**src/rtl/mem_access_ctrl.sv**
```systemverilog
// mem_access_ctrl: memory-side responder for CPU data accesses (word/half/byte
// loads and stores) in front of a word-wide synchronous RAM with fixed read latency.
// Sub-word stores are done as read-modify-write. Sub-word loads are extracted
// and extended to 32 bits.
//
// Optional build macro: LOAD_SIGN_EXT_EN
//   defined   -> byte/half loads are sign-extended
//   undefined -> byte/half loads are zero-extended
//
// Ports:
//   clk, reset      rising-edge clock, asynchronous active-low reset
//   req/we/size     request (sampled in idle only), 1=store, 00/11 word 01 half 10 byte
//   addr/wdata      byte address, store data (sub-word taken from low bits)
//   ready/misalign  one-cycle completion pulse, rejected-access flag valid with ready
//   rdata           load result, valid with ready on loads, held otherwise
//   ram_addr        word-aligned RAM address
//   ram_wr          RAM write strobe
//   ram_wdata       RAM write data
//   ram_rdata       RAM read data, RAM_LAT cycles after ram_addr
module mem_access_ctrl #(
  parameter int unsigned RAM_LAT = 1
) (
  input  logic        clk,
  input  logic        reset,
  input  logic        req,
  input  logic        we,
  input  logic [1:0]  size,
  input  logic [31:0] addr,
  input  logic [31:0] wdata,
  output logic        ready,
  output logic [31:0] rdata,
  output logic        misalign,
  output logic [31:0] ram_addr,
  output logic        ram_wr,
  output logic [31:0] ram_wdata,
  input  logic [31:0] ram_rdata
);

  localparam int unsigned CntW = (RAM_LAT > 1) ? $clog2(RAM_LAT) : 1;
  localparam logic [CntW-1:0] CntLast = CntW'(RAM_LAT - 1);

  typedef enum logic [1:0] {StIdle, StRead, StWrite, StDone} state_e;

  state_e            state_q, state_d;
  logic              we_q, we_d;
  logic [1:0]        size_q, size_d;
  logic [1:0]        addr_lo_q, addr_lo_d;
  logic [15:0]       wdata_q, wdata_d;
  logic [CntW-1:0]   cnt_q, cnt_d;
  logic [31:0]       rdata_q, rdata_d;
  logic [31:0]       ram_addr_q, ram_addr_d;
  logic [31:0]       ram_wdata_q, ram_wdata_d;
  logic              mis_q, mis_d;

  logic req_is_word;
  logic req_mis;

  // Size 11 is treated as a word access.
  assign req_is_word = (size == 2'b00) || (size == 2'b11);
  assign req_mis     = (req_is_word && (addr[1:0] != 2'b00)) || ((size == 2'b01) && addr[0]);

  function automatic logic [31:0] load_extract(logic [31:0] word, logic [1:0] sz,
                                               logic [1:0] a);
    logic [31:0] sh;
    logic [31:0] res;
    sh = word >> {a, 3'b000};
    case (sz)
`ifdef LOAD_SIGN_EXT_EN
      2'b10:   res = {{24{sh[7]}}, sh[7:0]};
      2'b01:   res = {{16{sh[15]}}, sh[15:0]};
`else
      2'b10:   res = {24'b0, sh[7:0]};
      2'b01:   res = {16'b0, sh[15:0]};
`endif
      default: res = word;
    endcase
    return res;
  endfunction

  // Replace the addressed byte/half of word with the low bits of data.
  function automatic logic [31:0] store_merge(logic [31:0] word, logic [1:0] sz,
                                              logic [1:0] a, logic [15:0] data);
    logic [31:0] lane;
    logic [31:0] ins;
    lane = (sz == 2'b10) ? 32'h0000_00ff : 32'h0000_ffff;
    ins  = ({16'b0, data} & lane) << {a, 3'b000};
    lane = lane << {a, 3'b000};
    return (word & ~lane) | ins;
  endfunction

  always_comb begin
    state_d     = state_q;
    we_d        = we_q;
    size_d      = size_q;
    addr_lo_d   = addr_lo_q;
    wdata_d     = wdata_q;
    cnt_d       = cnt_q;
    rdata_d     = rdata_q;
    ram_addr_d  = ram_addr_q;
    ram_wdata_d = ram_wdata_q;
    mis_d       = mis_q;
    unique case (state_q)
      StIdle: begin
        if (req) begin
          we_d       = we;
          size_d     = size;
          addr_lo_d  = addr[1:0];
          wdata_d    = wdata[15:0];
          ram_addr_d = {addr[31:2], 2'b00};
          cnt_d      = '0;
          mis_d      = req_mis;
          if (req_mis) begin
            state_d = StDone;
          end else if (we && req_is_word) begin
            state_d     = StWrite;
            ram_wdata_d = wdata;
          end else begin
            state_d = StRead;
          end
        end
      end
      StRead: begin
        if (cnt_q == CntLast) begin
          if (we_q) begin
            state_d     = StWrite;
            ram_wdata_d = store_merge(ram_rdata, size_q, addr_lo_q, wdata_q);
          end else begin
            state_d = StDone;
            rdata_d = load_extract(ram_rdata, size_q, addr_lo_q);
          end
        end else begin
          cnt_d = cnt_q + CntW'(1);
        end
      end
      StWrite: state_d = StDone;
      StDone: begin
        state_d = StIdle;
        mis_d   = 1'b0;
      end
      default: state_d = StIdle;
    endcase
  end

  always_ff @(posedge clk or negedge reset) begin
    if (!reset) begin
      state_q     <= StIdle;
      we_q        <= 1'b0;
      size_q      <= 2'b00;
      addr_lo_q   <= 2'b00;
      wdata_q     <= '0;
      cnt_q       <= '0;
      rdata_q     <= '0;
      ram_addr_q  <= '0;
      ram_wdata_q <= '0;
      mis_q       <= 1'b0;
    end else begin
      state_q     <= state_d;
      we_q        <= we_d;
      size_q      <= size_d;
      addr_lo_q   <= addr_lo_d;
      wdata_q     <= wdata_d;
      cnt_q       <= cnt_d;
      rdata_q     <= rdata_d;
      ram_addr_q  <= ram_addr_d;
      ram_wdata_q <= ram_wdata_d;
      mis_q       <= mis_d;
    end
  end

  assign ready     = (state_q == StDone);
  assign misalign  = ready & mis_q;
  assign ram_wr    = (state_q == StWrite);
  assign rdata     = rdata_q;
  assign ram_wdata = ram_wdata_q;
  // Address goes out in the accept cycle so the RAM read overlaps the accept;
  // gated by reset so every output is zero while reset is held.
  assign ram_addr  = (state_q == StIdle && req && reset) ? {addr[31:2], 2'b00} : ram_addr_q;

endmodule

```
**config.mk**
```make
export PLATFORM = sky130hd
export DESIGN_NAME = mem_access_ctrl
export DESIGN_NICKNAME = d
export VERILOG_FILES = /design/src/rtl/mem_access_ctrl.sv
export SDC_FILE = /design/constraint.sdc
export NUM_CORES = 1
export LEC_CHECK = 0
export CAP_MARGIN = 20
export CORE_MARGIN = 1
export CORE_UTILIZATION = 47
export DETAILED_ROUTE_END_ITERATION = 7
export PLACE_DENSITY = 0.85
export RECOVER_POWER = 25
export SYNTH_ARGS = -nofsm -noshare
export SYNTH_HDL_FRONTEND = slang
export SYNTH_SLANG_ARGS = --single-unit
```
**constraint.sdc**
```tcl
create_clock -name clk -period 2.8 [get_ports clk]
set_clock_uncertainty 0.1 [all_clocks]
set_input_delay 0.42 -clock clk [delete_from_list [all_inputs] [get_ports clk]]
set_output_delay 0.42 -clock clk [all_outputs]
set_load 0.1 [all_outputs]
```
; ---- Word level (Yosys, flattened, before mapping)
; Cells that the tools add are included.
[word_totals]
register_bits = 119
latchBits = 0
ram_bits = 0
mem_bits_ro = 0
in_bits = 102
output_inout_bits = 99
wordCells = 71
mem_count = 0
[classes]
n_addsub = 1
mul = 0
n_div = 0
order_cmp = 0
n_eq_ne = 12
n_shift = 3
mux = 20
bitwise = 7
n_reduce_logical = 18
[ops]
columns = op, n
row1 = 32-bit 2-to-1 mux, 6
row2 = 32-bit one-hot mux with 2 select lines, 2
row3 = 16-bit by 5-bit left shift with 32-bit output, 2
row4 = 32-bit bitwise AND, 1
row5 = 32-bit inverter, 1
row6 = 32-bit OR, 1
row7 = 32-bit by 5-bit right shift with 16-bit output, 1
row8 = 16-bit bitwise AND, 1
row9 = 16-bit 2-to-1 mux, 1
row10 = 2-bit inequality test (second input constant), 5
row11 = 2-bit equality test (second input constant), 4
row12 = 2-bit 2-to-1 mux, 4
row13 = 2-bit one-hot mux with 4 select lines, 1
row14 = 2-bit AND reduction, 4
row15 = 2-bit by 1-bit equality test with 1-bit output (second input constant), 3
row16 = 6-bit AND reduction, 1
row17 = 2-bit nonzero test, 3
row18 = 1-bit logical AND, 5
row19 = 2-bit logical NOT, 2
row20 = 1-bit 2-to-1 mux, 4
row21 = 1-bit one-hot mux with 2 select lines, 2
row22 = 3-bit AND reduction, 1
row23 = 1-bit logical OR, 2
row24 = 1-bit inverter, 2
row25 = 2 further kinds, 2

; ---- Logic depth before layout (Yosys ltp)
; Gate-level depths: netlist of the first run.
[logic_depth]
word_depth = 9
mapped_depth = 10
depth_no_buf = 6

; ---- Worst setup path after synthesis of the first run
; No wires, ideal clock.
[synth_timing]
path_type = register to output
start = reg state_q[1]
end = out misalign
t_arrival_ps = 2069
path_slack_ps = 211
path_stages_with_launch = 3
path_cell_list = dfrtp_1 > ha_1 > and2_1
[synth_via]
elab_chain_cells = 2
[synth_lines]
columns = element, line_no
row1 = from (decl), 44  ; state_e state_q, state_d;
row2 = from (signal assigned), 146  ; state_q <= StIdle;
row3 = from (signal assigned), 157  ; state_q <= state_d;
row4 = 2-bit equality test, 170  ; assign ready = (state_q == StDone);
row5 = net ready, 30  ; output logic ready,
row6 = 1-bit bitwise AND, 171  ; assign misalign = ready & mis_q;
row7 = to (decl), 32  ; output logic misalign,
; The timed path passes the listed nets, and every way through them passes these cells.

; ---- Worst setup path after layout of the first run
[layout_timing]
start = reg state_q[0]
end = out ram_addr[17]
[layout_via]
elab_chain_cells = 4
[layout_lines]
columns = element, line_no
row1 = 2-bit logical NOT, 177  ; assign ram_addr = (state_q == StIdle && req && reset) ? {addr[31:2], 2'b00} : ram_addr_q;
row2 = 1-bit logical AND (2 in a row), 177
row3 = 32-bit 2-to-1 mux, 177
row4 = to (decl), 33  ; output logic [31:0] ram_addr,
; No other way between the ends.

==> flow_metrics.py, run 1 <==
metrics = {
    "grt": {
        "met2_usage_pct": 48.01,
        "gr-usage-all-layers_pct": 28.79,
        "first_global_vias": 5624,
        "use_met3_pct": 8.908,
        "met1_usage_pct": 34.56,
        "grt_pass1_wl_mm": 29.27,
        "grt_max_degree": 119,
        "antenna_found_initial": 0,
        "grt_overflow": 0,
        "top_usage_layer": "met2",
    },
    "cts": {
        "cts_root_buffer": "clkbuf_16",
        "clk_path_buf_depth": 2,
        "numCtsBuffers": 17,
        "clk_pin_slew_ns": 0.05,
        "clk-insertion-delay-late_ns": 0.42,
        "cts_tree": "done",
        "cts_resized": 0,
        "cts_sinks": 118,
        "cts_setup_buffers": 0,
        "cts_max_level": 4,
        "ctsHoldBuffers": 0,
    },
    "flow_run": {
        "maxCapViolCount": 1,
    },
    "timing": {
        "slew_headroom_pct": -7.091,
        "setup_viol": 0,
        "fmax_ghz": 0.3767,
        "finalMaxSlewViolations": 119,
        "worstMarginPinSlew_ns": 1.606,
        "hold_viol": 0,
        "post-route-period-util_pct": 94.80,
        "setup-tns-final_ns": 0,
        "fin_crit_ns": 2.654,
        "rsz0062_at_grt": "no",
    },
    "synth": {
        "synth_area_leaders": "dfrtp_1, mux2_2, nand2_1",
        "synth_area_leader_cell": "dfrtp_1",
        "ys.flop_type": "dfrtp_1",
        "synth_edf_count": 0,
        "synth.avg_cell_area_um2": 10.51,
        "ys_ff_latch": 118,
        "ys_seq_area_share_pct": 47.52,
        "yosysWarnings": 0,
        "ys_types": 38,
        "netlist_area_um2": 6213,
        "synth_cells": 591,
        "synthArstFlopShare_pct": 100.0,
        "yosysTopAreaCellShare_pct": 47.52,
    },
    "finish": {
        "fillers": 923,
        "final_layout_size_suffix_gt1_share_pct": 29.13,
        "area_growth_pct": 45.61,
        "nets": 883,
        "antenna_cells": 0,
        "final_cells": 958,
    },
    "outcome": {
        "violations": "max-capacitance violations, max-slew violations",
        "status": "complete, but fails checks",
    },
    "die": {
        "core_area_um2": 12770,
        "pin_count": 201,
        "die_x_um": 117.0,
        "start_util_pct": 48.64,
        "die-area_um2": 13680,
        "fp.dieH_um": 117.0,
        "rows": 41,
    },
    "critical_path": {
        "critPathLaunchType": "flip-flop",
        "cp_slowest_cell": "dfrtp_1",
        "arrival_ns": 2.13,
        "cpPeakStageDelay_ns": 0.40,
        "critPathCaptureType": "primary output",
        "cpMostUsedCell": "buf_12",
        "critPathRequiredTime_ns": 2.28,
        "worstSetupPathType": "reg -> out",
        "crit_path_max_fanout": 30,
        "cp_cell_sequence": "inv_1, ha_1, nand3_1, buf_12, mux2_2, buf_12",
        "timing.reg2reg.setup_slack_ns": 0.29,
    },
    "placed_design": {
        "placed_cells": 924,
        "io_buffers": 198,
        "hpwl_mm": 13.78,
        "gp_congestion": 0.9110,
    },
    "route": {
        "routedWlPerCell_um": 19.99,
        "first_pass_iters": 5,
        "routed_wl_mm": 19.15,
        "ant_nets": 0,
        "vias": 5629,
        "drt_iter0_drc": 509,
        "viasPerCell": 5.876,
        "drc": 0,
    },
    "min_path": {
        "hold_path.class": "reg -> reg",
    },
}
[layout make-up]
type                            count  area [um^2]  share of cell area, %
Multi-Input combinational cell    405         2930                  32.39
Clock buffer                       22        464.2                  5.131
Timing Repair Buffer              212         2238                  24.74
Tap cell                          172        215.2                  2.379
Inverter                           19        71.32                 0.7883
Sequential cell                   118         2953                  32.64
Clock inverter                     10        175.2                  1.936
[metal layers]
layer	vias to the layer above	share of wire, %
met1	2733	39
met5	-	0
met2	320	48
met4	0	3.4
li1	2526	-
met3	50	9.1
[worst paths after layout]
check	endpoint	start	depth (start not counted)
hold / removal	rdata[29]$_DFFE_PN0P_	rdata[29]$_DFFE_PN0P_	2
hold reg to reg	rdata[29]$_DFFE_PN0P_	rdata[29]$_DFFE_PN0P_	2
max in group asynchronous	ram_wdata[25]$_DFFE_PN0P_	reset	2
setup reg to reg	ram_wdata[12]$_DFFE_PN0P_	state_q[1]$_DFFE_PN0P_	7
min in group asynchronous	ram_wdata[17]$_DFFE_PN0P_	reset	2
setup / recovery	ram_addr[17]	state_q[0]$_DFFE_PN0P_	6
[state kept, by name, indices dropped and copies added (netlist names)]
signal      cells
rdata          32
ram_wdata      32
state_q         2
size_q          2
we_q            1
mis_q           1
wdata_q        16
ram_addr_q     30
addr_lo_q       2
[cell usage in the layout, fill, tap and decap left out, drive strengths merged, types with 16 or more instances in the layout]
master         netlist  layout
dfrtp              118     118
buf                 24     110
clkdlybuf4s50        0     100
mux2                80      80
nand2               75      75
nor2                46      46
o21ai               27      27
a221oi              24      24
clkbuf              26      24
inv                 19      19
nand3               18      18
a21o                18      18
a22o                17      17
a22oi               16      16
o31ai               16      16
[critical path: cells and delay by family (launching register included)]
family,cells,cell delay [ns]
flip-flops,1,0.40
multiplexers,1,0.32
buffers and inverters,3,0.48
AND/OR/NAND/NOR,1,0.18
adder cells (fa/ha/maj),1,0.32
[per-stage QoR]
step	util (%)	setup slack [ns]	hold slack (ns)	area, um^2
floorplan	-	0.2106	0.02441	6217
global placement	65.83	0.2856	0.3499	8409
detailed placement	65.83	0.2393	0.3573	8409
CTS	70.84	0.1227	0.09556	9049
global route	70.83	0.02746	0.3859	9047
finish	70.83	0.1456	0.3654	9047
[cells by family (layout without fill, tap and decap cells)]
kind of cell / Yosys count / after routing / share of synthesized area, %
AO/OA/AOI/OAI: 158 / 158 / 19.55
adder cells (fa/ha/maj): 8 / 8 / 1.611
buffers and inverters: 69 / 263 / 5.397
flip-flops: 118 / 118 / 47.52
multiplexers: 88 / 88 / 15.79
other: 1 / 2 / 0.06035
AND/OR/NAND/NOR: 149 / 149 / 10.07
[synth_stat cells (16+ instances only)]
master and instances:
a21o_1 18, mux2_2 80, o31ai_1 16, a221oi_1 24, a22oi_1 16, clkbuf_1 26
nand2_1 74, dfrtp_1 118, a22o_1 17, nand3_1 18, o21ai_0 26, nor2_1 46
inv_1 19
Power of run 1 is not shown: default switching activity piles up to over one toggle a cycle in this logic, so the estimate is an artifact.
==> run 2, diff against run 1 <==
--- a/config.mk
+++ b/config.mk
@@ -6,11 +6,12 @@
 export NUM_CORES = 1
 export LEC_CHECK = 0
 export CAP_MARGIN = 20
-export CORE_MARGIN = 1
 export CORE_UTILIZATION = 47
+export CTS_CLUSTER_SIZE = 24
 export DETAILED_ROUTE_END_ITERATION = 7
 export PLACE_DENSITY = 0.85
 export RECOVER_POWER = 25
+export SLEW_MARGIN = 20
 export SYNTH_ARGS = -nofsm -noshare
 export SYNTH_HDL_FRONTEND = slang
 export SYNTH_SLANG_ARGS = --single-unit
==> run 2 against run 1 <==
  * The flow still finishes with violations (max-capacitance violations, max-slew violations)
  * Global-route usage is the same
  * Critical path depth unchanged
  * Highest routed layer unchanged
  * Register-to-register slack about the same
  * Via count shrank 0.18%
  * Setup slack got worse by 0.013 ns
  * First-iteration DRC count down 12%
  * Cell area down 0.11%
  * Largest cell class unchanged
==> flow_metrics.py, run 2 (synthesis gave the netlist of run 1 again) <==
metrics = {
    "finish": {
        "final_cell_mix": "dfrtp_1, clkdlybuf4s50_1, mux2_2",
        "area_growth_pct": 45.45,
        "antenna_cells": 0,
        "fin_util_pct": 70.75,
        "nets": 881,
        "final_layout_size_suffix_gt1_share_pct": 29.21,
        "finalInstanceArea_um2": 9037,
        "layout_commonest_cell": "dfrtp_1",
    },
    "critical_path": {
        "crit_path_max_fanout": 30,
        "crit_family": "buffers and inverters",
        "cpPeakStageDelay_ns": 0.40,
        "cpMostUsedCell": "buf_12",
        "critPathCaptureType": "primary output",
        "critPathLaunchType": "flip-flop",
        "cp_cell_sequence": "inv_1, ha_1, nand3_1, buf_12, mux2_2, buf_12",
        "critPathRequiredTime_ns": 2.28,
        "r2r_cells": 7,
        "r2r_start": "state_q[1]$_DFFE_PN0P_",
        "arrival_ns": 2.15,
        "path_depth": 6,
        "crit_start": "state_q[0]$_DFFE_PN0P_",
        "worstSetupPathType": "reg -> out",
        "cp_slowest_cell": "dfrtp_1",
        "path_buf_inv": 3,
    },
    "placed_design": {
        "io_buffers": 198,
        "hpwl_mm": 13.78,
        "gp_congestion": 0.9110,
        "place_area_um2": 8409,
    },
    "route": {
        "drt_iter0_drc": 450,
        "routed_wl_mm": 19.16,
        "routedWlPerCell_um": 20.04,
        "drc": 0,
        "first_pass_iters": 5,
        "ant_nets": 0,
        "viasPerCell": 5.878,
        "vias": 5619,
    },
    "cts": {
        "cts_tree": "done",
        "numCtsBuffers": 17,
        "cts_resized": 0,
        "clk_pin_slew_ns": 0.05,
        "cts_sinks": 118,
        "cts_max_level": 4,
        "clk-insertion-delay-late_ns": 0.42,
        "cts_root_buffer": "clkbuf_16",
        "clk_path_buf_depth": 2,
        "cts_setup_buffers": 0,
        "ctsHoldBuffers": 0,
    },
    "timing": {
        "rsz0062_at_grt": "no",
        "finalMaxSlewViolations": 119,
        "setup-tns-final_ns": 0,
        "hold_slack_ns": 0.3655,
        "worstMarginPinSlew_ns": 1.599,
        "fmax_ghz": 0.3749,
        "hold_viol": 0,
        "post-route-period-util_pct": 95.25,
        "fin_crit_ns": 2.667,
        "slew_headroom_pct": -6.595,
        "setup_viol": 0,
    },
    "grt": {
        "grt_overflow": 0,
        "antenna_found_initial": 0,
        "grt_max_degree": 119,
        "first_global_vias": 5624,
        "gr-usage-all-layers_pct": 28.79,
        "grt_pass1_wl_mm": 29.27,
    },
    "min_path": {
        "min_path_cells": 2,
        "hold_path.class": "reg -> reg",
        "worstHoldStart": "rdata[29]$_DFFE_PN0P_",
    },
    "outcome": {
        "status": "complete, but fails checks",
        "violations": "max-capacitance violations, max-slew violations",
    },
    "die": {
        "die-area_um2": 13680,
        "die_x_um": 117.0,
        "pin_count": 201,
        "fp.dieH_um": 117.0,
        "rows": 41,
        "core_area_um2": 12770,
        "start_util_pct": 48.64,
    },
    "flow_run": {
        "maxCapViolCount": 1,
    },
}
run 2: cell count changes in the layout (fill, tap and decap cells not counted):
| cell | change |
|---|---|
| buf_4 | -2 |
| nor2_1 | -1 |
| nor2_2 | +1 |
| nor2b_1 | -1 |
| nor2b_2 | +1 |
run 2: per-layer routing:
metal,routed length [um],global-route usage [%],vias up,share of wire [%]
li1,-,-,2522,-
met1,7568,34.56,2719,39
met2,9162,48.01,314,48
met3,1708,8.908,64,8.9
met4,721,12.24,0,3.8
met5,0,0,-,0
run 2: path summary, 6_finish.rpt:
| check | endpoint | slack [ns] |
|---|---|---|
| setup reg to reg | ram_wdata[12]$_DFFE_PN0P_ | 0.29 |
| hold reg to reg | rdata[29]$_DFFE_PN0P_ | 0.37 |
| min in group asynchronous | wdata_q[1]$_DFFE_PN0N_ | 0.67 |
| hold / removal | rdata[29]$_DFFE_PN0P_ | 0.37 |
| max in group asynchronous | wdata_q[8]$_DFFE_PN0N_ | 0.89 |
| setup / recovery | ram_addr[17] | 0.13 |
run 2: layout make-up:
| cell class | count | area [um^2] |
|---|---|---|
| clock buffers | 22 | 464.2 |
| clock inverters | 10 | 175.2 |
| fillers | 925 | 3736 |
| inverters | 19 | 71.32 |
| multi-input cells | 405 | 2935 |
| flip-flops and latches | 118 | 2953 |
| well taps | 172 | 215.2 |
| repair buffers | 210 | 2223 |
run 2: worst min-delay path: stages (launching register included):
cell and delay [ns]:
dfrtp_1 0.34, nand2_1 0.05, nand2_1 0.05
run 2: through the flow:
| stage | instances | setup WS (ns) |
|---|---|---|
| floorplan | 592 | 0.2106 |
| global placement | 924 | 0.2856 |
| detailed placement | 924 | 0.2393 |
| CTS | 956 | 0.1227 |
| global route | 956 | 0.02746 |
| finish | 956 | 0.1330 |
Power of run 2 is left out for the same reason.
==> run 3, diff against run 2 <==
--- a/config.mk
+++ b/config.mk
@@ -9,6 +9,7 @@
 export CORE_UTILIZATION = 47
 export CTS_CLUSTER_SIZE = 24
 export DETAILED_ROUTE_END_ITERATION = 7
+export GPL_ROUTABILITY_DRIVEN = 0
 export PLACE_DENSITY = 0.85
 export RECOVER_POWER = 25
 export SLEW_MARGIN = 20
==> run 3 against run 2 <==
  * The flow still finishes with violations (max-capacitance violations, max-slew violations)
  * First-iteration DRC count increased by 16%
  * Setup slack better by 0.012 ns
  * Utilization decreased by 0.66 points
==> flow_metrics.py, run 3 (synthesis gave the netlist of run 1 again) <==
metrics = {
    "timing": {
        "setup_viol": 0,
        "finalMaxSlewViolations": 66,
        "rsz0062_at_grt": "no",
        "setup-tns-final_ns": 0,
        "fmax_ghz": 0.3767,
        "post-route-period-util_pct": 94.81,
        "fin_crit_ns": 2.655,
        "hold_slack_ns": 0.3658,
        "hold_viol": 0,
        "slew_headroom_pct": -8.118,
        "worstMarginPinSlew_ns": 1.622,
    },
    "critical_path": {
        "critPathCaptureType": "primary output",
        "cp_cell_sequence": "inv_1, ha_1, nand3_1, buf_12, mux2_2, buf_12",
        "cp_slowest_cell": "dfrtp_1",
        "crit_path_max_fanout": 30,
        "critPathLaunchType": "flip-flop",
        "cpMostUsedCell": "buf_12",
        "arrival_ns": 2.13,
        "cpPeakStageDelay_ns": 0.40,
        "worstSetupPathType": "reg -> out",
        "timing.reg2reg.setup_slack_ns": 0.36,
        "critPathRequiredTime_ns": 2.28,
    },
    "grt": {
        "grt_pass1_wl_mm": 29.15,
        "grt_overflow": 0,
        "grt_max_degree": 66,
        "gr-usage-all-layers_pct": 28.93,
        "first_global_vias": 5576,
        "antenna_found_initial": 0,
    },
    "flow_run": {
        "maxCapViolCount": 1,
    },
    "die": {
        "pin_count": 201,
        "rows": 41,
        "start_util_pct": 48.64,
        "die-area_um2": 13680,
        "core_area_um2": 12770,
        "fp.dieH_um": 117.0,
        "die_x_um": 117.0,
    },
    "route": {
        "first_pass_iters": 5,
        "ant_nets": 0,
        "vias": 5569,
        "routed_wl_mm": 19.18,
        "routedWlPerCell_um": 20.07,
        "drt_iter0_drc": 520,
        "viasPerCell": 5.825,
        "drc": 0,
    },
    "placed_design": {
        "hpwl_mm": 13.99,
        "placed_cells": 926,
        "io_buffers": 198,
    },
    "cts": {
        "clk_path_buf_depth": 2,
        "cts_sinks": 118,
        "cts_max_level": 4,
        "numCtsBuffers": 17,
        "cts_resized": 0,
        "cts_tree": "done",
        "clk-insertion-delay-late_ns": 0.42,
        "cts_root_buffer": "clkbuf_16",
        "ctsHoldBuffers": 0,
        "cts_setup_buffers": 0,
        "clk_pin_slew_ns": 0.05,
    },
    "finish": {
        "layout_commonest_cell": "dfrtp_1",
        "antenna_cells": 0,
        "final_cell_mix": "dfrtp_1, clkdlybuf4s50_1, mux2_2",
        "nets": 883,
        "fin_util_pct": 70.10,
        "final_cells": 956,
        "fillers": 925,
        "final_layout_size_suffix_gt1_share_pct": 29.08,
        "area_growth_pct": 44.10,
    },
    "outcome": {
        "status": "complete, but fails checks",
        "violations": "max-capacitance violations, max-slew violations",
    },
    "min_path": {
        "hold_path.class": "reg -> reg",
    },
}
## run 3: cell types whose count changed in the layout (fill, tap and decap cells not counted)
cell and delta:
clkinv_2 -2, clkbuf_8 +5, nor2_1 +1, clkbuf_2 +2, buf_4 +1, bufinv_16 -5, clkbuf_4 -1, nor2_2 -1
## run 3: stage by stage
stage          instance area [um^2]  setup WS (ns)
2_1_floorplan                  6217         0.2106
3_3_place_gp                   8412         0.1888
3_5_place_dp                   8412        0.08920
4_1_cts                        8960         0.1215
5_1_grt                        8954        0.02557
6_report                       8954         0.1452
## run 3: path summary, 6_finish.rpt
path / start / cells past startpoint / endpoint
worst max register to register: size_q[0]$_DFFE_PN0N_ / 6 / ram_wdata[14]$_DFFE_PN0P_
max in group asynchronous: reset / 2 / size_q[1]$_DFFE_PN0N_
worst max-delay path: state_q[0]$_DFFE_PN0P_ / 6 / ram_addr[26]
min in group asynchronous: reset / 2 / rdata[6]$_DFFE_PN0P_
worst min-delay path: rdata[28]$_DFFE_PN0P_ / 2 / rdata[28]$_DFFE_PN0P_
worst min register to register: rdata[28]$_DFFE_PN0P_ / 2 / rdata[28]$_DFFE_PN0P_
## run 3: metal layers
metal | vias to the layer above | routed length (um) | track usage (%)
met2 | 357 | 9176 | 47.14
met5 | - | 0 | 0
met4 | 0 | 674 | 13.76
li1 | 2512 | - | -
met1 | 2641 | 7395 | 34.94
met3 | 59 | 1938 | 9.217
## run 3: critical path: cells and delay by family (launching register included)
family                     cells  cell delay, ns
muxes                          1            0.32
and+or+nand+nor                1            0.17
adders and majority gates      1            0.32
buffers and inverters          3            0.49
DFF                            1            0.40
## run 3: cell type report
cell class,instances,area (um^2),area share [%]
flip-flops and latches,118,2953,32.98
multi-input cells,405,2933,32.76
repair buffers,212,2233,24.94
clock buffers,27,533.0,5.953
well taps,172,215.2,2.404
inverters,19,71.32,0.7965
clock inverters,3,15.01,0.1677
Power of run 3 is left out for the same reason.
